===== src/rtl/status_cnt_pkg.sv =====
// Shared types and helpers for the status counter bank.
package status_cnt_pkg;

  typedef enum logic [1:0] {
    STOP   = 2'd0,
    UP     = 2'd1,
    DOWN   = 2'd2,
    BOUNCE = 2'd3
  } mode_t;

  typedef enum logic {
    DIR_UP = 1'b0,
    DIR_DN = 1'b1
  } dir_t;

  // Register width able to hold 0..n-1 (never less than one bit).
  function automatic int unsigned cnt_w(input int unsigned n);
    return (n > 1) ? $clog2(n) : 1;
  endfunction

endpackage


===== src/rtl/status_counter_bank_if.sv =====
// Lock/mode/clear inputs and counter/running outputs of the status counter bank.
interface status_counter_bank_if #(
  parameter int unsigned CHANNELS = 4,
  parameter int unsigned WIDTH    = 4
);
  logic                      locked;
  logic [CHANNELS*2-1:0]     mode;
  logic [CHANNELS-1:0]       clr;
  logic [CHANNELS*WIDTH-1:0] cnt;
  logic                      running;

  modport master (output locked, mode, clr, input cnt, running);
  modport slave  (input locked, mode, clr, output cnt, running);
endinterface


===== src/rtl/status_cnt_channel.sv =====
// One counter channel: cnt/dir pair advanced on the shared tick according to its mode.
module status_cnt_channel
  import status_cnt_pkg::*;
#(
  parameter int unsigned WIDTH = 4
) (
  input  logic             clk,
  input  logic             rst_n,
  input  logic             tick_i,
  input  logic             clr_i,
  input  mode_t            mode_i,
  output logic [WIDTH-1:0] cnt_o
);

  localparam logic [WIDTH-1:0] CNT_MAX = '1;
  localparam logic [WIDTH-1:0] CNT_ONE = WIDTH'(1);

  logic [WIDTH-1:0] cnt_q, cnt_d;
  dir_t             dir_q, dir_d;

  always_comb begin
    cnt_d = cnt_q;
    dir_d = dir_q;
    if (clr_i) begin
      cnt_d = '0;
      dir_d = DIR_UP;
    end else begin
      if (mode_i != BOUNCE) dir_d = DIR_UP;
      if (tick_i) begin
        case (mode_i)
          STOP:   cnt_d = cnt_q;
          UP:     cnt_d = cnt_q + CNT_ONE;
          DOWN:   cnt_d = cnt_q - CNT_ONE;
          BOUNCE: begin
            // Endpoints are visited once: turn around instead of repeating them.
            if (dir_q == DIR_UP) begin
              if (cnt_q == CNT_MAX) begin
                cnt_d = CNT_MAX - CNT_ONE;
                dir_d = DIR_DN;
              end else begin
                cnt_d = cnt_q + CNT_ONE;
              end
            end else begin
              if (cnt_q == '0) begin
                cnt_d = CNT_ONE;
                dir_d = DIR_UP;
              end else begin
                cnt_d = cnt_q - CNT_ONE;
              end
            end
          end
          default: cnt_d = cnt_q;
        endcase
      end
    end
  end

  always_ff @(posedge clk or negedge rst_n) begin
    if (!rst_n) begin
      cnt_q <= '0;
      dir_q <= DIR_UP;
    end else begin
      cnt_q <= cnt_d;
      dir_q <= dir_d;
    end
  end

  assign cnt_o = cnt_q;

endmodule


===== src/rtl/status_counter_bank.sv =====
// Bank of independent status counters paced by a shared prescaler and gated by a
// synchronised, held-off PLL lock.
module status_counter_bank
  import status_cnt_pkg::*;
#(
  parameter int unsigned CHANNELS     = 4,
  parameter int unsigned WIDTH        = 4,
  parameter int unsigned PRESCALE     = 1,
  parameter int unsigned LOCK_HOLDOFF = 16
) (
  input logic                 clk,
  input logic                 rst_n,
  status_counter_bank_if.slave bus
);

  localparam int unsigned    PW        = cnt_w(PRESCALE);
  localparam int unsigned    HW        = cnt_w(LOCK_HOLDOFF + 1);
  localparam logic [PW-1:0]  PRE_LAST  = PW'(PRESCALE - 1);
  localparam logic [HW-1:0]  HOLD_MAX  = HW'(LOCK_HOLDOFF);
  localparam logic [HW-1:0]  HOLD_LAST = HW'(LOCK_HOLDOFF - 1);

  logic          sync1_q, lock_s_q;
  logic [HW-1:0] hold_q, hold_d;
  logic          running_q, running_d;
  logic [PW-1:0] pre_q, pre_d;
  logic          tick_c;
  logic [CHANNELS*WIDTH-1:0] cnt_all;

  // Hold-off: running once lock_s has been seen for LOCK_HOLDOFF consecutive edges.
  always_comb begin
    hold_d    = '0;
    running_d = 1'b0;
    if (lock_s_q) begin
      hold_d    = (hold_q == HOLD_MAX) ? hold_q : hold_q + HW'(1);
      running_d = (hold_q >= HOLD_LAST);
    end
  end

  assign tick_c = running_q && (pre_q == PRE_LAST);

  always_comb begin
    pre_d = '0;
    if (running_q && !tick_c) pre_d = pre_q + PW'(1);
  end

  always_ff @(posedge clk or negedge rst_n) begin
    if (!rst_n) begin
      sync1_q   <= 1'b0;
      lock_s_q  <= 1'b0;
      hold_q    <= '0;
      running_q <= 1'b0;
      pre_q     <= '0;
    end else begin
      sync1_q   <= bus.locked;
      lock_s_q  <= sync1_q;
      hold_q    <= hold_d;
      running_q <= running_d;
      pre_q     <= pre_d;
    end
  end

  for (genvar i = 0; i < int'(CHANNELS); i++) begin : g_ch
    status_cnt_channel #(.WIDTH(WIDTH)) u_ch (
      .clk    (clk),
      .rst_n  (rst_n),
      .tick_i (tick_c),
      .clr_i  (bus.clr[i]),
      .mode_i (mode_t'(bus.mode[2*i +: 2])),
      .cnt_o  (cnt_all[i*WIDTH +: WIDTH])
    );
  end

  assign bus.cnt     = cnt_all;
  assign bus.running = running_q;

endmodule

===== src/flat_wrapper.sv =====
// flat-port wrapper written by rule: the top's interface ports become plain ports
module status_counter_bank_flat import status_cnt_pkg::*;
#(
  parameter int unsigned CHANNELS     = 4,
  parameter int unsigned WIDTH        = 4,
  parameter int unsigned PRESCALE     = 1,
  parameter int unsigned LOCK_HOLDOFF = 16
)
  (clk, rst_n, bus_locked, bus_mode, bus_clr, bus_cnt, bus_running);
  status_counter_bank_if #(.CHANNELS(CHANNELS), .WIDTH(WIDTH)) bus_i ();
  input logic clk;
  input logic rst_n;
  input wire logic [$bits(bus_i.locked)-1:0] bus_locked;
  input wire logic [$bits(bus_i.mode)-1:0] bus_mode;
  input wire logic [$bits(bus_i.clr)-1:0] bus_clr;
  output wire logic [$bits(bus_i.cnt)-1:0] bus_cnt;
  output wire logic [$bits(bus_i.running)-1:0] bus_running;
  assign bus_i.locked = bus_locked;
  assign bus_i.mode = bus_mode;
  assign bus_i.clr = bus_clr;
  assign bus_cnt = bus_i.cnt;
  assign bus_running = bus_i.running;
  status_counter_bank #(.CHANNELS(CHANNELS), .WIDTH(WIDTH), .PRESCALE(PRESCALE), .LOCK_HOLDOFF(LOCK_HOLDOFF)) u_core (.clk(clk), .rst_n(rst_n), .bus(bus_i));
endmodule

===== config.mk =====
export PLATFORM = sky130hd
export DESIGN_NAME = status_counter_bank_flat
export DESIGN_NICKNAME = d
export VERILOG_FILES = /design/src/rtl/status_cnt_pkg.sv /design/src/rtl/status_counter_bank_if.sv /design/src/rtl/status_cnt_channel.sv /design/src/rtl/status_counter_bank.sv /design/src/flat_wrapper.sv
export SDC_FILE = /design/constraint.sdc
export NUM_CORES = 1
export LEC_CHECK = 0
export ABC_AREA = 0
export BUFFER_PORTS_ARGS = -buffer_cell sky130_fd_sc_hd__buf_2
export CAP_MARGIN = 25
export CORE_ASPECT_RATIO = 2
export CORE_MARGIN = 10
export CORE_UTILIZATION = 50
export CTS_BUF_LIST = sky130_fd_sc_hd__clkbuf_4
export CTS_CLUSTER_SIZE = 14
export DETAILED_ROUTE_END_ITERATION = 10
export GPL_TIMING_DRIVEN = 0
export PLACE_DENSITY = 0.72
export SLEW_MARGIN = 20
export SYNTH_ARGS = -nofsm -noshare
export SYNTH_HDL_FRONTEND = slang
export SYNTH_SLANG_ARGS = --single-unit

===== constraint.sdc =====
create_clock -name clk -period 4.7 [get_ports clk]
set_input_delay 0.94 -clock clk [delete_from_list [all_inputs] [get_ports clk]]
set_output_delay 0.94 -clock clk [all_outputs]
set_load 0.05 [all_outputs]

# Word-level counts from Yosys, hierarchy flattened
# Index checks and enable logic that the tools add are counted.
op_classes:
  n_addsub: 10
  n_lt_le_gt_ge: 1
  eq_ne: 26
  muxes: 56
  bitwise: 1
  n_reduce_logical: 19
op_table:
  columns: ["op", "n"]
  rows:
  - ["$mux W4", 20]
  - ["$pmux W4 S3", 4]
  - ["$mux W1", 30]
  - ["$ne A2 B2 Y1 const B", 9]
  - ["$add A4 B1 Y4 const B", 4]
  - ["$eq A2 B2 Y1 const B", 8]
  - ["$eq A4 B4 Y1 const B", 4]
  - ["$logic_not A4 Y1", 4]
  - ["$sub A4 B1 Y4 const B", 4]
  - ["$mux W5", 2]
  - ["$eq A2 B1 Y1 const B", 4]
  - ["$logic_not A2 Y1", 4]
  - ["$reduce_and A2 Y1", 4]
  - ["$reduce_bool A2 Y1", 4]
  - ["$add A5 B1 Y5 const B", 1]
  - ["$eq A5 B5 Y1 const B", 1]
  - ["$ge A5 B4 Y1 const B", 1]
  - ["$logic_and A1 B1 Y1", 2]
  - ["$add A1 B1 Y1 const B", 1]
  - ["$logic_not A1 Y1", 1]
  - ["$not A1 Y1", 1]
word_totals:
  regBits: 29
  output_inout_bits: 17
  elab_cells: 126

# Depth between registers and ports, before layout
# Gate-level depths: netlist of the first run.
logic_depth:
  ltp_word: 7
  mapped_depth: 7
  depth_no_buf: 7

# By module
# Synthesis of the first run repeated with hierarchy kept, for this count alone.
hier_totals:
  cells_unflattened: 268
  area_unflattened_um2: 2444.8
by_module_without_submodules:
  columns: ["mod", "n_inst", "cells_each", "area_per_inst_um2"]
  rows:
  - ["status_cnt_channel", 4, 58, 505.5]
  - ["status_counter_bank", 1, 36, 422.9]

# Worst setup path before layout of the first run
# Ideal clock, no wire load.
synth_path:
  path_kind: "register to register"
  startpoint: "register u_core.g_ch[3].u_ch.cnt_q[0]"
  endpoint: "register u_core.g_ch[3].u_ch.cnt_q[3]"
  setup_time_ps: 96
  arrival_ps: 1977
  required_time_ps: 4604
  slack_ps: 2628
  path_stages_with_launch: 7
  period_less_slack_ps: 2072
  path_cell_list: "dfrtp_1 > clkinv_2 > ha_1 > a2111oi_0 > mux2_4 > nand2_2 > a311oi_2"
synth_via:
  elab_chain_len: 6
  word_cells_on_any_way: 10
synth_rtl:
  columns: ["element", "line_no", "text"]
  rows:
  - ["start, declared", "status_cnt_channel.sv:18", "logic [WIDTH-1:0] cnt_q, cnt_d;"]
  - ["start signal, assigned", "status_cnt_channel.sv:63", "cnt_q <= cnt_d;"]
  - ["$add A4 B1 Y4, or another cell as far along", "status_cnt_channel.sv:32, status_cnt_channel.sv:41", null]
  - ["$mux W4 (on tied branches)", "status_cnt_channel.sv:37, status_cnt_channel.sv:44", null]
  - ["$mux W4", "status_cnt_channel.sv:36", "if (dir_q == DIR_UP) begin"]
  - ["$pmux W4 S3 (*)", "status_cnt_channel.sv:30", "case (mode_i)"]
  - ["$mux W4 (*)", "status_cnt_channel.sv:29", "if (tick_i) begin"]
  - ["$mux W4 (*)", "status_cnt_channel.sv:24", "if (clr_i) begin"]
# Every way passes the cells marked *; elsewhere a longest branch is shown, timed or not. The select of a mux whose other input is x is not followed.
# A chain may end at the register's enable or synchronous reset.

# Worst setup path after layout of the first run
layout_path:
  startpoint: "register u_core.g_ch[0].u_ch.cnt_q[0]"
  endpoint: "output port bus_cnt[0]"
layout_rtl:
  columns: ["element", "line_no", "text"]
  rows:
  - ["start, declared", "status_cnt_channel.sv:18", null]
  - ["start signal, assigned", "status_cnt_channel.sv:63", null]
  - ["end, declared", "flat_wrapper.sv:16", "output wire logic [$bits(bus_i.cnt)-1:0] bus_cnt;"]
# No word-level cell between the ends.

==> results of run 1 <==
-- synthesized netlist by cell type, types with 3 or more instances --
cell,instances
a211oi_1,4
a21boi_0,3
a21o_1,4
a21oi_1,16
a311oi_1,7
and2_1,3
and3_1,3
buf_2,4
dfrtp_1,29
ha_1,13
inv_1,13
mux2i_1,3
nand2_1,18
nand2b_1,4
nand3_1,11
nand4_1,3
nand4b_1,3
nor2_1,25
nor2b_1,3
nor3b_1,6
o21a_1,4
o21ai_0,5
o21ai_1,5
xnor2_1,4
xor2_1,3
-- path summary, 6_finish.rpt --
check                                             start                            to  slack (ns)  cells after the start
max                        u_core.g_ch[0].u_ch.cnt_o[0]                    bus_cnt[0]        2.62                      1
min                                      u_core.sync1_q               u_core.lock_s_q        0.36                      0
max reg2reg                u_core.g_ch[3].u_ch.cnt_o[0]  u_core.g_ch[3].u_ch.cnt_o[3]        2.77                      6
min reg2reg                              u_core.sync1_q               u_core.lock_s_q        0.36                      0
max in group asynchronous                         rst_n               u_core.lock_s_q        3.67                      1
min in group asynchronous                         rst_n  u_core.g_ch[2].u_ch.cnt_o[0]        0.62                      1
-- layout make-up --
class,instances,share of cell area
flip-flops and latches,29,0.314
clock inverters,3,0.00541
inverters,15,0.0249
plain buffers,8,0.0216
clock buffers,5,0.0162
repair buffers,30,0.0649
multi-input cells,181,0.525
well taps,51,0.0276
-- cell families after synthesis --
family | after synthesis | synth area share
AOI/OAI and AO/OA | 66 | 0.230
and+or+nand+nor | 89 | 0.224
DFF | 29 | 0.354
muxes | 5 | 0.0275
xor gates and xnor gates | 7 | 0.0299
other | 1 | 0.00183
buffers and inverters | 23 | 0.0525
adders and majority gates | 13 | 0.0794
-- sequential cells by signal, indices dropped and copies added (netlist names) --
| register | flops |
|---|---|
| u_core.hold_q | 5 |
| u_core.pre_q | 1 |
| u_core.bus.running | 1 |
| u_core.sync1_q | 1 |
| u_core.g_ch.u_ch.dir_q | 4 |
| u_core.g_ch.u_ch.cnt_o | 16 |
| u_core.lock_s_q | 1 |
-- layer usage --
layer  global-route usage  vias up  wire, um
li1                     -      917         -
met1                0.139      911      1850
met2                0.239       44      2600
met3               0.0364        8       213
met4               0.0544        0        78
met5                    0        -         0
-- stage by stage --
| step | hold slack, ns | area (um2) |
|---|---|---|
| 2_1_floorplan | 0.331 | 2050 |
| 4_1_cts | 0.359 | 2310 |
| 3_5_place_dp | 0.339 | 2260 |
| 3_3_place_gp | 0.335 | 2260 |
| 5_1_grt | 0.377 | 2310 |
| 6_report | 0.359 | 2310 |
-- power by group --
group	switching (uW)	leakage [uW]	internal, uW
clock	88.4	0.0000300	54.0
sequential	3.54	0.000396	253
combinational	25.0	0.000627	14.6
==> impl_metrics.toml, run 1 <==
[worst_setup_path]
cp.required_ns = 3.76
critPathCaptureType = "output pin"
path_class = "flop to output pin"
worst-path-max-fanout = 8
cp_slowest_cell = "dfrtp_1"
crit_chain = "buf_2"
max_stage_delay_ns = 0.50
worst_setup_path_start_kind = "flop"
path_buf_inv = 1
cpLargestDelayFamily = "flip-flops"
cp.arrival_ns = 1.14

[cells_and_area]
antenna_cells = 0
utilization = 0.589
final_common_cell = "buf_2"
stdcell_count = 322
area_delta_synth_final_pct = 12.9
nets = 298
final_cell_mix = "buf_2 (34), dfrtp_1 (29), nor2_1 (25)"
seq_area_um2 = 726
drive_above_1_share = 0.185
multi_input_area_um2 = 1210
n_fill_cell = 406

[synth]
ys_ff_latch = 29
synth.avg_cell_area_um2 = 8.79
yosys.area.top_type = "dfrtp_1"
ys_warn_count = 0
synthArstFlopShare = 1.00
synth_top_area_frac = 0.354
synth_nets = 261
syn_inst = 233
synthTopCellsByArea = "dfrtp_1 (35%), ha_1 (7.9%), nor2_1 (4.6%), a21oi_1 (3.9%), nand2_1 (3.3%)"
ys_seq_area_frac = 0.354
synthFlopType = "dfrtp_1"
synth_edf_count = 0
syn_area_um2 = 2050
synth_cell_types = 54

[pwr]
p_leak_uw = 0.00105
p_per_area_nw_per_um2 = 190
peakVddDrop_mv = 0.187
p_total_uw = 438

[sta]
maxSlewHeadroom = 0.584
setup_viol = 0
setup_tns_ns = 0
finalCriticalPeriod_ns = 2.08
rsz0062_at_grt = "false"
hold_violations = 0
worstMarginPinSlew_ns = 0.624
fmax_ghz = 0.481
min_period_over_period = 0.443
slew_violations = 0
fin_worst_skew_ns = 0.00957
fin_ws_ns = 2.62

[clock_network]
htreeDepth = 2
cts_made_buffers = 5
cts_resized = 0
cts_sinks = 29
cts_setup_buffers = 0
cts_tree = "done"
clockRootBuffer = "clkbuf_4"
clock_path_buffers = 2
path_clk_slew_ns = 0.09
holdBufCountCts = 0
insertion_delay_ns = 0.33

[floorplan]
ioPinCount = 32
dieArea_um2 = 7210
core_um2 = 3920
std_cell_rows = 32
die_h_um = 111
start_util = 0.522
die_x_um = 65.3

[placed_design]
place_congestion = 0.835
placed_cells = 314
port_buffers = 30
hpwl_um = 3610
place_ws_ns = 2.60

[routing]
wl_per_cell_um = 14.7
vias = 1880
finalWirelength_um = 4740
drc = 0
drtIter0Drc = 61
vias_per_cell = 5.84
ant_nets = 0
first_pass_iters = 4

[global_route]
grt_pass1_vias = 1793
grt_overflow = 0
antenna_found_initial = 0
grt_pass1_wl_um = 8130
grt_max_degree = 30
grt_usage = 0.134

[status]
outcome = "completed"

[min_path]
hold_class = "flop to flop"

[flow_run]
drv_cap = 0
(Power assumes the default switching activity.)
==> run 2: changes to the inputs <==
- PLACE_DENSITY: 0.72 -> 0.74
- clock period: 4.7 -> 1.8 ns (I/O delays scaled with it)
==> impl_metrics.toml, run 2 (synthesis results as in run 1) <==
[sta]
fmax_ghz = 0.572
finalCriticalPeriod_ns = 1.75
worstMarginPinSlew_ns = 0.645
min_period_over_period = 0.972
setup_viol = 0
fin_worst_skew_ns = 0.0140
hold_violations = 0
slew_violations = 0
maxSlewHeadroom = 0.570
fin_ws_ns = 0.0508
rsz0062_at_grt = "false"

[placed_design]
place_congestion = 0.819
port_buffers = 30
place_ws_ns = -0.0547
hpwl_um = 3780

[clock_network]
cts_sinks = 29
clock_path_buffers = 2
cts_tree = "done"
cts_made_buffers = 5
htreeDepth = 2
holdBufCountCts = 0
clockRootBuffer = "clkbuf_4"
insertion_delay_ns = 0.33
path_clk_slew_ns = 0.10

[cells_and_area]
area_delta_synth_final_pct = 15.1
largest_reg_flops = 16
final_common_cell = "buf_2"
drive_above_1_share = 0.226
antenna_cells = 0
final_cell_mix = "buf_2 (34), nor2_1 (25), dfrtp_1 (23)"
nets = 301

[routing]
ant_nets = 0
vias = 1876
drc = 0
vias_per_cell = 5.77
drtIter0Drc = 102
finalWirelength_um = 4910
wl_per_cell_um = 15.1
first_pass_iters = 4

[global_route]
grt_usage = 0.137
grt_overflow = 0
grt_pass1_vias = 1855
grt_max_degree = 30
antenna_found_initial = 0
grt_pass1_wl_um = 8230

[worst_setup_path]
cp.arrival_ns = 1.98
worst_setup_path_start_kind = "flop"
reg2reg_depth = 6
max_stage_delay_ns = 0.40
r2r_end = "u_core.g_ch[3].u_ch.cnt_o[3]"
r2r-start = "u_core.g_ch[3].u_ch.cnt_o[0]"
crit_chain = "clkinv_2 > ha_1 > a2111oi_2 > mux2_4 > nand2_2 > a311oi_2"
cp.required_ns = 2.03
cp_slowest_cell = "dfrtp_2"
path_class = "flop to flop"
rrSetupSlack_ns = 0.05
critPathCaptureType = "flop"
worst-path-max-fanout = 5

[pwr]
p_leak_uw = 0.00106
p_per_area_nw_per_um2 = 487
peakVddDrop_mv = 0.445
p_total_uw = 1150

[flow_run]
drv_cap = 0

[floorplan]
start_util = 0.522
die_x_um = 65.3
dieArea_um2 = 7210
core_um2 = 3920
die_h_um = 111
ioPinCount = 32
std_cell_rows = 32

[min_path]
hold_class = "input pin to asynchronous set/reset pin"

[status]
outcome = "completed"
[run 2: worst max-delay path by stage]
stage	from	endpoint	slack, ns	cells past startpoint
2_1_floorplan	u_core.g_ch[3].u_ch.cnt_o[0]	u_core.g_ch[3].u_ch.cnt_o[3]	-0.08	6
3_3_place_gp	u_core.g_ch[3].u_ch.cnt_o[0]	u_core.g_ch[3].u_ch.cnt_o[3]	-0.03	6
3_5_place_dp	u_core.g_ch[3].u_ch.cnt_o[0]	u_core.g_ch[3].u_ch.cnt_o[3]	-0.05	6
4_1_cts	u_core.g_ch[3].u_ch.cnt_o[0]	u_core.g_ch[3].u_ch.cnt_o[3]	0.008	6
5_1_grt	u_core.g_ch[3].u_ch.cnt_o[0]	u_core.g_ch[3].u_ch.cnt_o[3]	0.0009	6
6_report	u_core.g_ch[3].u_ch.cnt_o[0]	u_core.g_ch[3].u_ch.cnt_o[3]	0.05	6
[run 2: cell type report]
| type | count | area (um2) |
|---|---|---|
| Clock buffer | 5 | 37.5 |
| Inverter | 15 | 57.6 |
| Multi-Input combinational cell | 181 | 1230 |
| Buffer | 8 | 50.0 |
| Timing Repair Buffer | 33 | 173 |
| Tap cell | 51 | 63.8 |
| Sequential cell | 29 | 733 |
| Fill cell | 396 | 1570 |
| Clock inverter | 3 | 12.5 |
[run 2: what timing repair did]
item                       CTS  global route
pin swaps                    0             1
resized for setup            2             2
setup endpoints to repair    1             3
buffers inserted             0             3
[run 2: through the flow]
stage / hold slack [ns] / util / cell area, um2 / std cells / TNS [ns]
after floorplan: 0.0644 / - / 2060 / 233 / -0.0783
after global placement: 0.332 / 0.578 / 2270 / 314 / -0.0296
after detailed placement: 0.336 / 0.578 / 2270 / 314 / -0.0547
after CTS: 0.0642 / 0.593 / 2330 / 322 / 0
after global routing: 0.0832 / 0.601 / 2360 / 325 / 0
final: 0.0470 / 0.601 / 2360 / 325 / 0
[run 2: power by group]
group / internal [uW] / total (uW) / switching [uW]
combinational: 39.8 / 106 / 65.9
sequential: 660 / 670 / 10.2
clock: 141 / 372 / 231
[run 2: worst max-delay path, delay by kind of cell (launching register included)]
family                     cells  cell delay (ns)
DFF                            1             0.40
and+or+nand+nor                1             0.05
AOI/OAI and AO/OA              2             0.64
muxes                          1             0.22
buffers and inverters          1             0.08
adders and majority gates      1             0.28
[run 2: layer usage]
layer / track usage / share of wire / wire length (um)
met2: 0.267 / 0.57 / 2800
met5: 0 / 0 / 0
met1: 0.126 / 0.36 / 1790
met4: 0.0516 / 0.020 / 96
met3: 0.0313 / 0.044 / 217
==> run 3: changes to the inputs <==
- PLACE_DENSITY: 0.74 -> 0.73
- SYNTH_HIERARCHICAL: default -> 1
==> impl_metrics.toml, run 3 <==
[floorplan]
ioPinCount = 32
start_util = 0.507
std_cell_rows = 36
core_um2 = 4820
dieArea_um2 = 8260
die_x_um = 69.4
die_h_um = 119

[sta]
fin_worst_skew_ns = 0.0118
min_period_over_period = 0.931
rsz0062_at_grt = "false"
slew_violations = 0
hold_violations = 0
setup_tns_ns = 0
maxSlewHeadroom = 0.567
fin_ws_ns = 0.124
worstMarginPinSlew_ns = 0.649
fin_hold_ws_ns = 0.0222
finalCriticalPeriod_ns = 1.68
fmax_ghz = 0.597
setup_viol = 0

[cells_and_area]
final_common_cell = "buf_2"
largest_reg_flops = 16
nets = 333
stdcell_count = 366
final_cell_mix = "buf_2 (31), dfrtp_1 (24), a21oi_1 (24), o21ai_0 (24), nand2_1 (20)"
area_delta_synth_final_pct = 14.2
utilization = 0.579
n_fill_cell = 464
drive_above_1_share = 0.250

[clock_network]
insertion_delay_ns = 0.34
clock_path_buffers = 2
cts_sinks = 29
cts_tree = "done"
clockRootBuffer = "clkbuf_4"
path_clk_slew_ns = 0.11
cts_made_buffers = 5
htreeDepth = 2

[global_route]
grt_usage = 0.149
grt_max_degree = 30
grt_overflow = 0
grt_pass1_vias = 2250
grt_pass1_wl_um = 10600
antenna_found_initial = 1

[synth]
synth_nets = 294
yosys.area.top_type = "dfrtp_1"
syn_area_um2 = 2440
yosysMostFrequentCell = "dfrtp_1"
synth_edf_count = 0
synth_cell_types = 38
synth.avg_cell_area_um2 = 9.12
synth_top_area_frac = 0.297
ys_seq_area_frac = 0.297
synthArstFlopShare = 1.00
synthTopCellsByArea = "dfrtp_1 (30%), ha_1 (5.6%), a21oi_1 (4.9%), o21ai_0 (4.9%), buf_6 (3.7%)"
synth_common_cells = "dfrtp_1 (29), a21oi_1 (24), o21ai_0 (24), nand2_1 (20), inv_1 (19)"
syn_inst = 268
ys_ff_latch = 29
ys_warn_count = 6
synthFlopType = "dfrtp_1"

[worst_setup_path]
r2r-start = "u_core/g_ch[2].u_ch/cnt_o[1]"
cp_slowest_cell = "nor3b_1"
critPathCaptureType = "flop"
crit_chain = "ha_1 > nand4_1 > nor3b_1 > nor2_1 > a31oi_1"
cpLargestDelayFamily = "simple AND/OR/NAND/NOR gates"
r2r_end = "u_core/g_ch[2].u_ch/cnt_o[1]"
path_buf_inv = 0
rrSetupSlack_ns = 0.12
reg2reg_depth = 5
worst_setup_path_start_kind = "flop"
max_stage_delay_ns = 0.48
cp.required_ns = 2.06
path_class = "flop to flop"
cp.arrival_ns = 1.94
worst-path-max-fanout = 7

[pwr]
p_per_area_nw_per_um2 = 437
p_leak_uw = 0.00123
peakVddDrop_mv = 0.476

[routing]
drtIter0Drc = 151
finalWirelength_um = 6110
first_pass_iters = 4
ant_nets = 0
drc = 0
vias_per_cell = 6.06
vias = 2218
wl_per_cell_um = 16.7

[placed_design]
placed_cells = 356
place_ws_ns = 0.0791
hpwl_um = 4490
port_buffers = 31
place_congestion = 0.956

[status]
outcome = "completed"

[min_path]
hold_class = "input pin to asynchronous set/reset pin"

[flow_run]
drv_cap = 0
run 3: changes by cell type after synthesis, moves of 5 or more:
cell,change
nand4bb_1,+5
o21ai_1,-5
o21ai_0,+19
a311oi_1,-7
buf_6,+6
inv_1,+6
a21oi_1,+8
nor2b_1,+6
nor2_1,-16
run 3: repair_timing:
action,CTS,global route
buffers inserted,0,1
hold buffers,0,0
hold endpoints to repair,0,0
resized for setup,0,10
endpoints found under the setup margin,0,11
run 3: cells by family (layout without fill, tap and decap cells):
family | count (synthesis) | after routing | synth area share
other cells | 1 | 2 | 0.00153
flops | 29 | 29 | 0.297
simple gates | 98 | 98 | 0.252
xor+xnor | 5 | 5 | 0.0179
mux | 3 | 3 | 0.0123
buf+inv | 35 | 75 | 0.123
compound gates | 86 | 86 | 0.240
fa+ha+maj | 11 | 11 | 0.0563
run 3: cell type report:
cell class	instances	area, um2	share of cell area
antenna	1	2.50	0.000896
buffer	16	230	0.0824
clock buffer	5	37.5	0.0134
sequential	29	732	0.262
clock inverter	3	17.5	0.00627
multi-input combinational	204	1460	0.521
inverter	19	71.3	0.0255
timing repair buffer	32	175	0.0627
tap	57	71.3	0.0255
run 3: worst max-delay path by stage:
stage	start	end	slack, ns	depth (start not counted)
after detailed placement	u_core/g_ch[1].u_ch/cnt_o[0]	u_core/g_ch[1].u_ch/cnt_o[3]	0.08	6
after global routing	u_core/g_ch[1].u_ch/cnt_o[0]	u_core/g_ch[1].u_ch/cnt_o[3]	0.0002	6
after floorplan	u_core/g_ch[0].u_ch/cnt_o[0]	u_core/g_ch[0].u_ch/cnt_o[3]	0.07	6
final	u_core/g_ch[2].u_ch/cnt_o[1]	u_core/g_ch[2].u_ch/cnt_o[1]	0.12	5
after CTS	u_core/g_ch[1].u_ch/cnt_o[0]	u_core/g_ch[1].u_ch/cnt_o[3]	0.06	6
after global placement	u_core/g_ch[3].u_ch/cnt_o[0]	u_core/g_ch[3].u_ch/cnt_o[3]	0.08	6
run 3: metrics by stage:
| step | power (uW) | cell area (um2) |
|---|---|---|
| 6_report | 1220 | 2790 |
| 5_1_grt | 1290 | 2790 |
| 4_1_cts | 1240 | 2730 |
| 3_5_place_dp | 827 | 2680 |
| 3_3_place_gp | 825 | 2680 |
| 2_1_floorplan | 760 | 2450 |
run 3: routing by layer:
| layer | part of all wire | track usage | vias up |
|---|---|---|---|
| met5 | 0 | 0 | - |
| met1 | 0.37 | 0.147 | 1078 |
| met3 | 0.044 | 0.0274 | 13 |
| met2 | 0.56 | 0.278 | 56 |
| met4 | 0.023 | 0.0861 | 0 |
| li1 | - | - | 1071 |
run 3: power by group:
part	switching (uW)	total, uW	leakage [uW]	internal [uW]
Clock	258	405	0.0000310	147
Sequential	11.6	671	0.000387	660
Combinational	89.9	145	0.000814	55.2
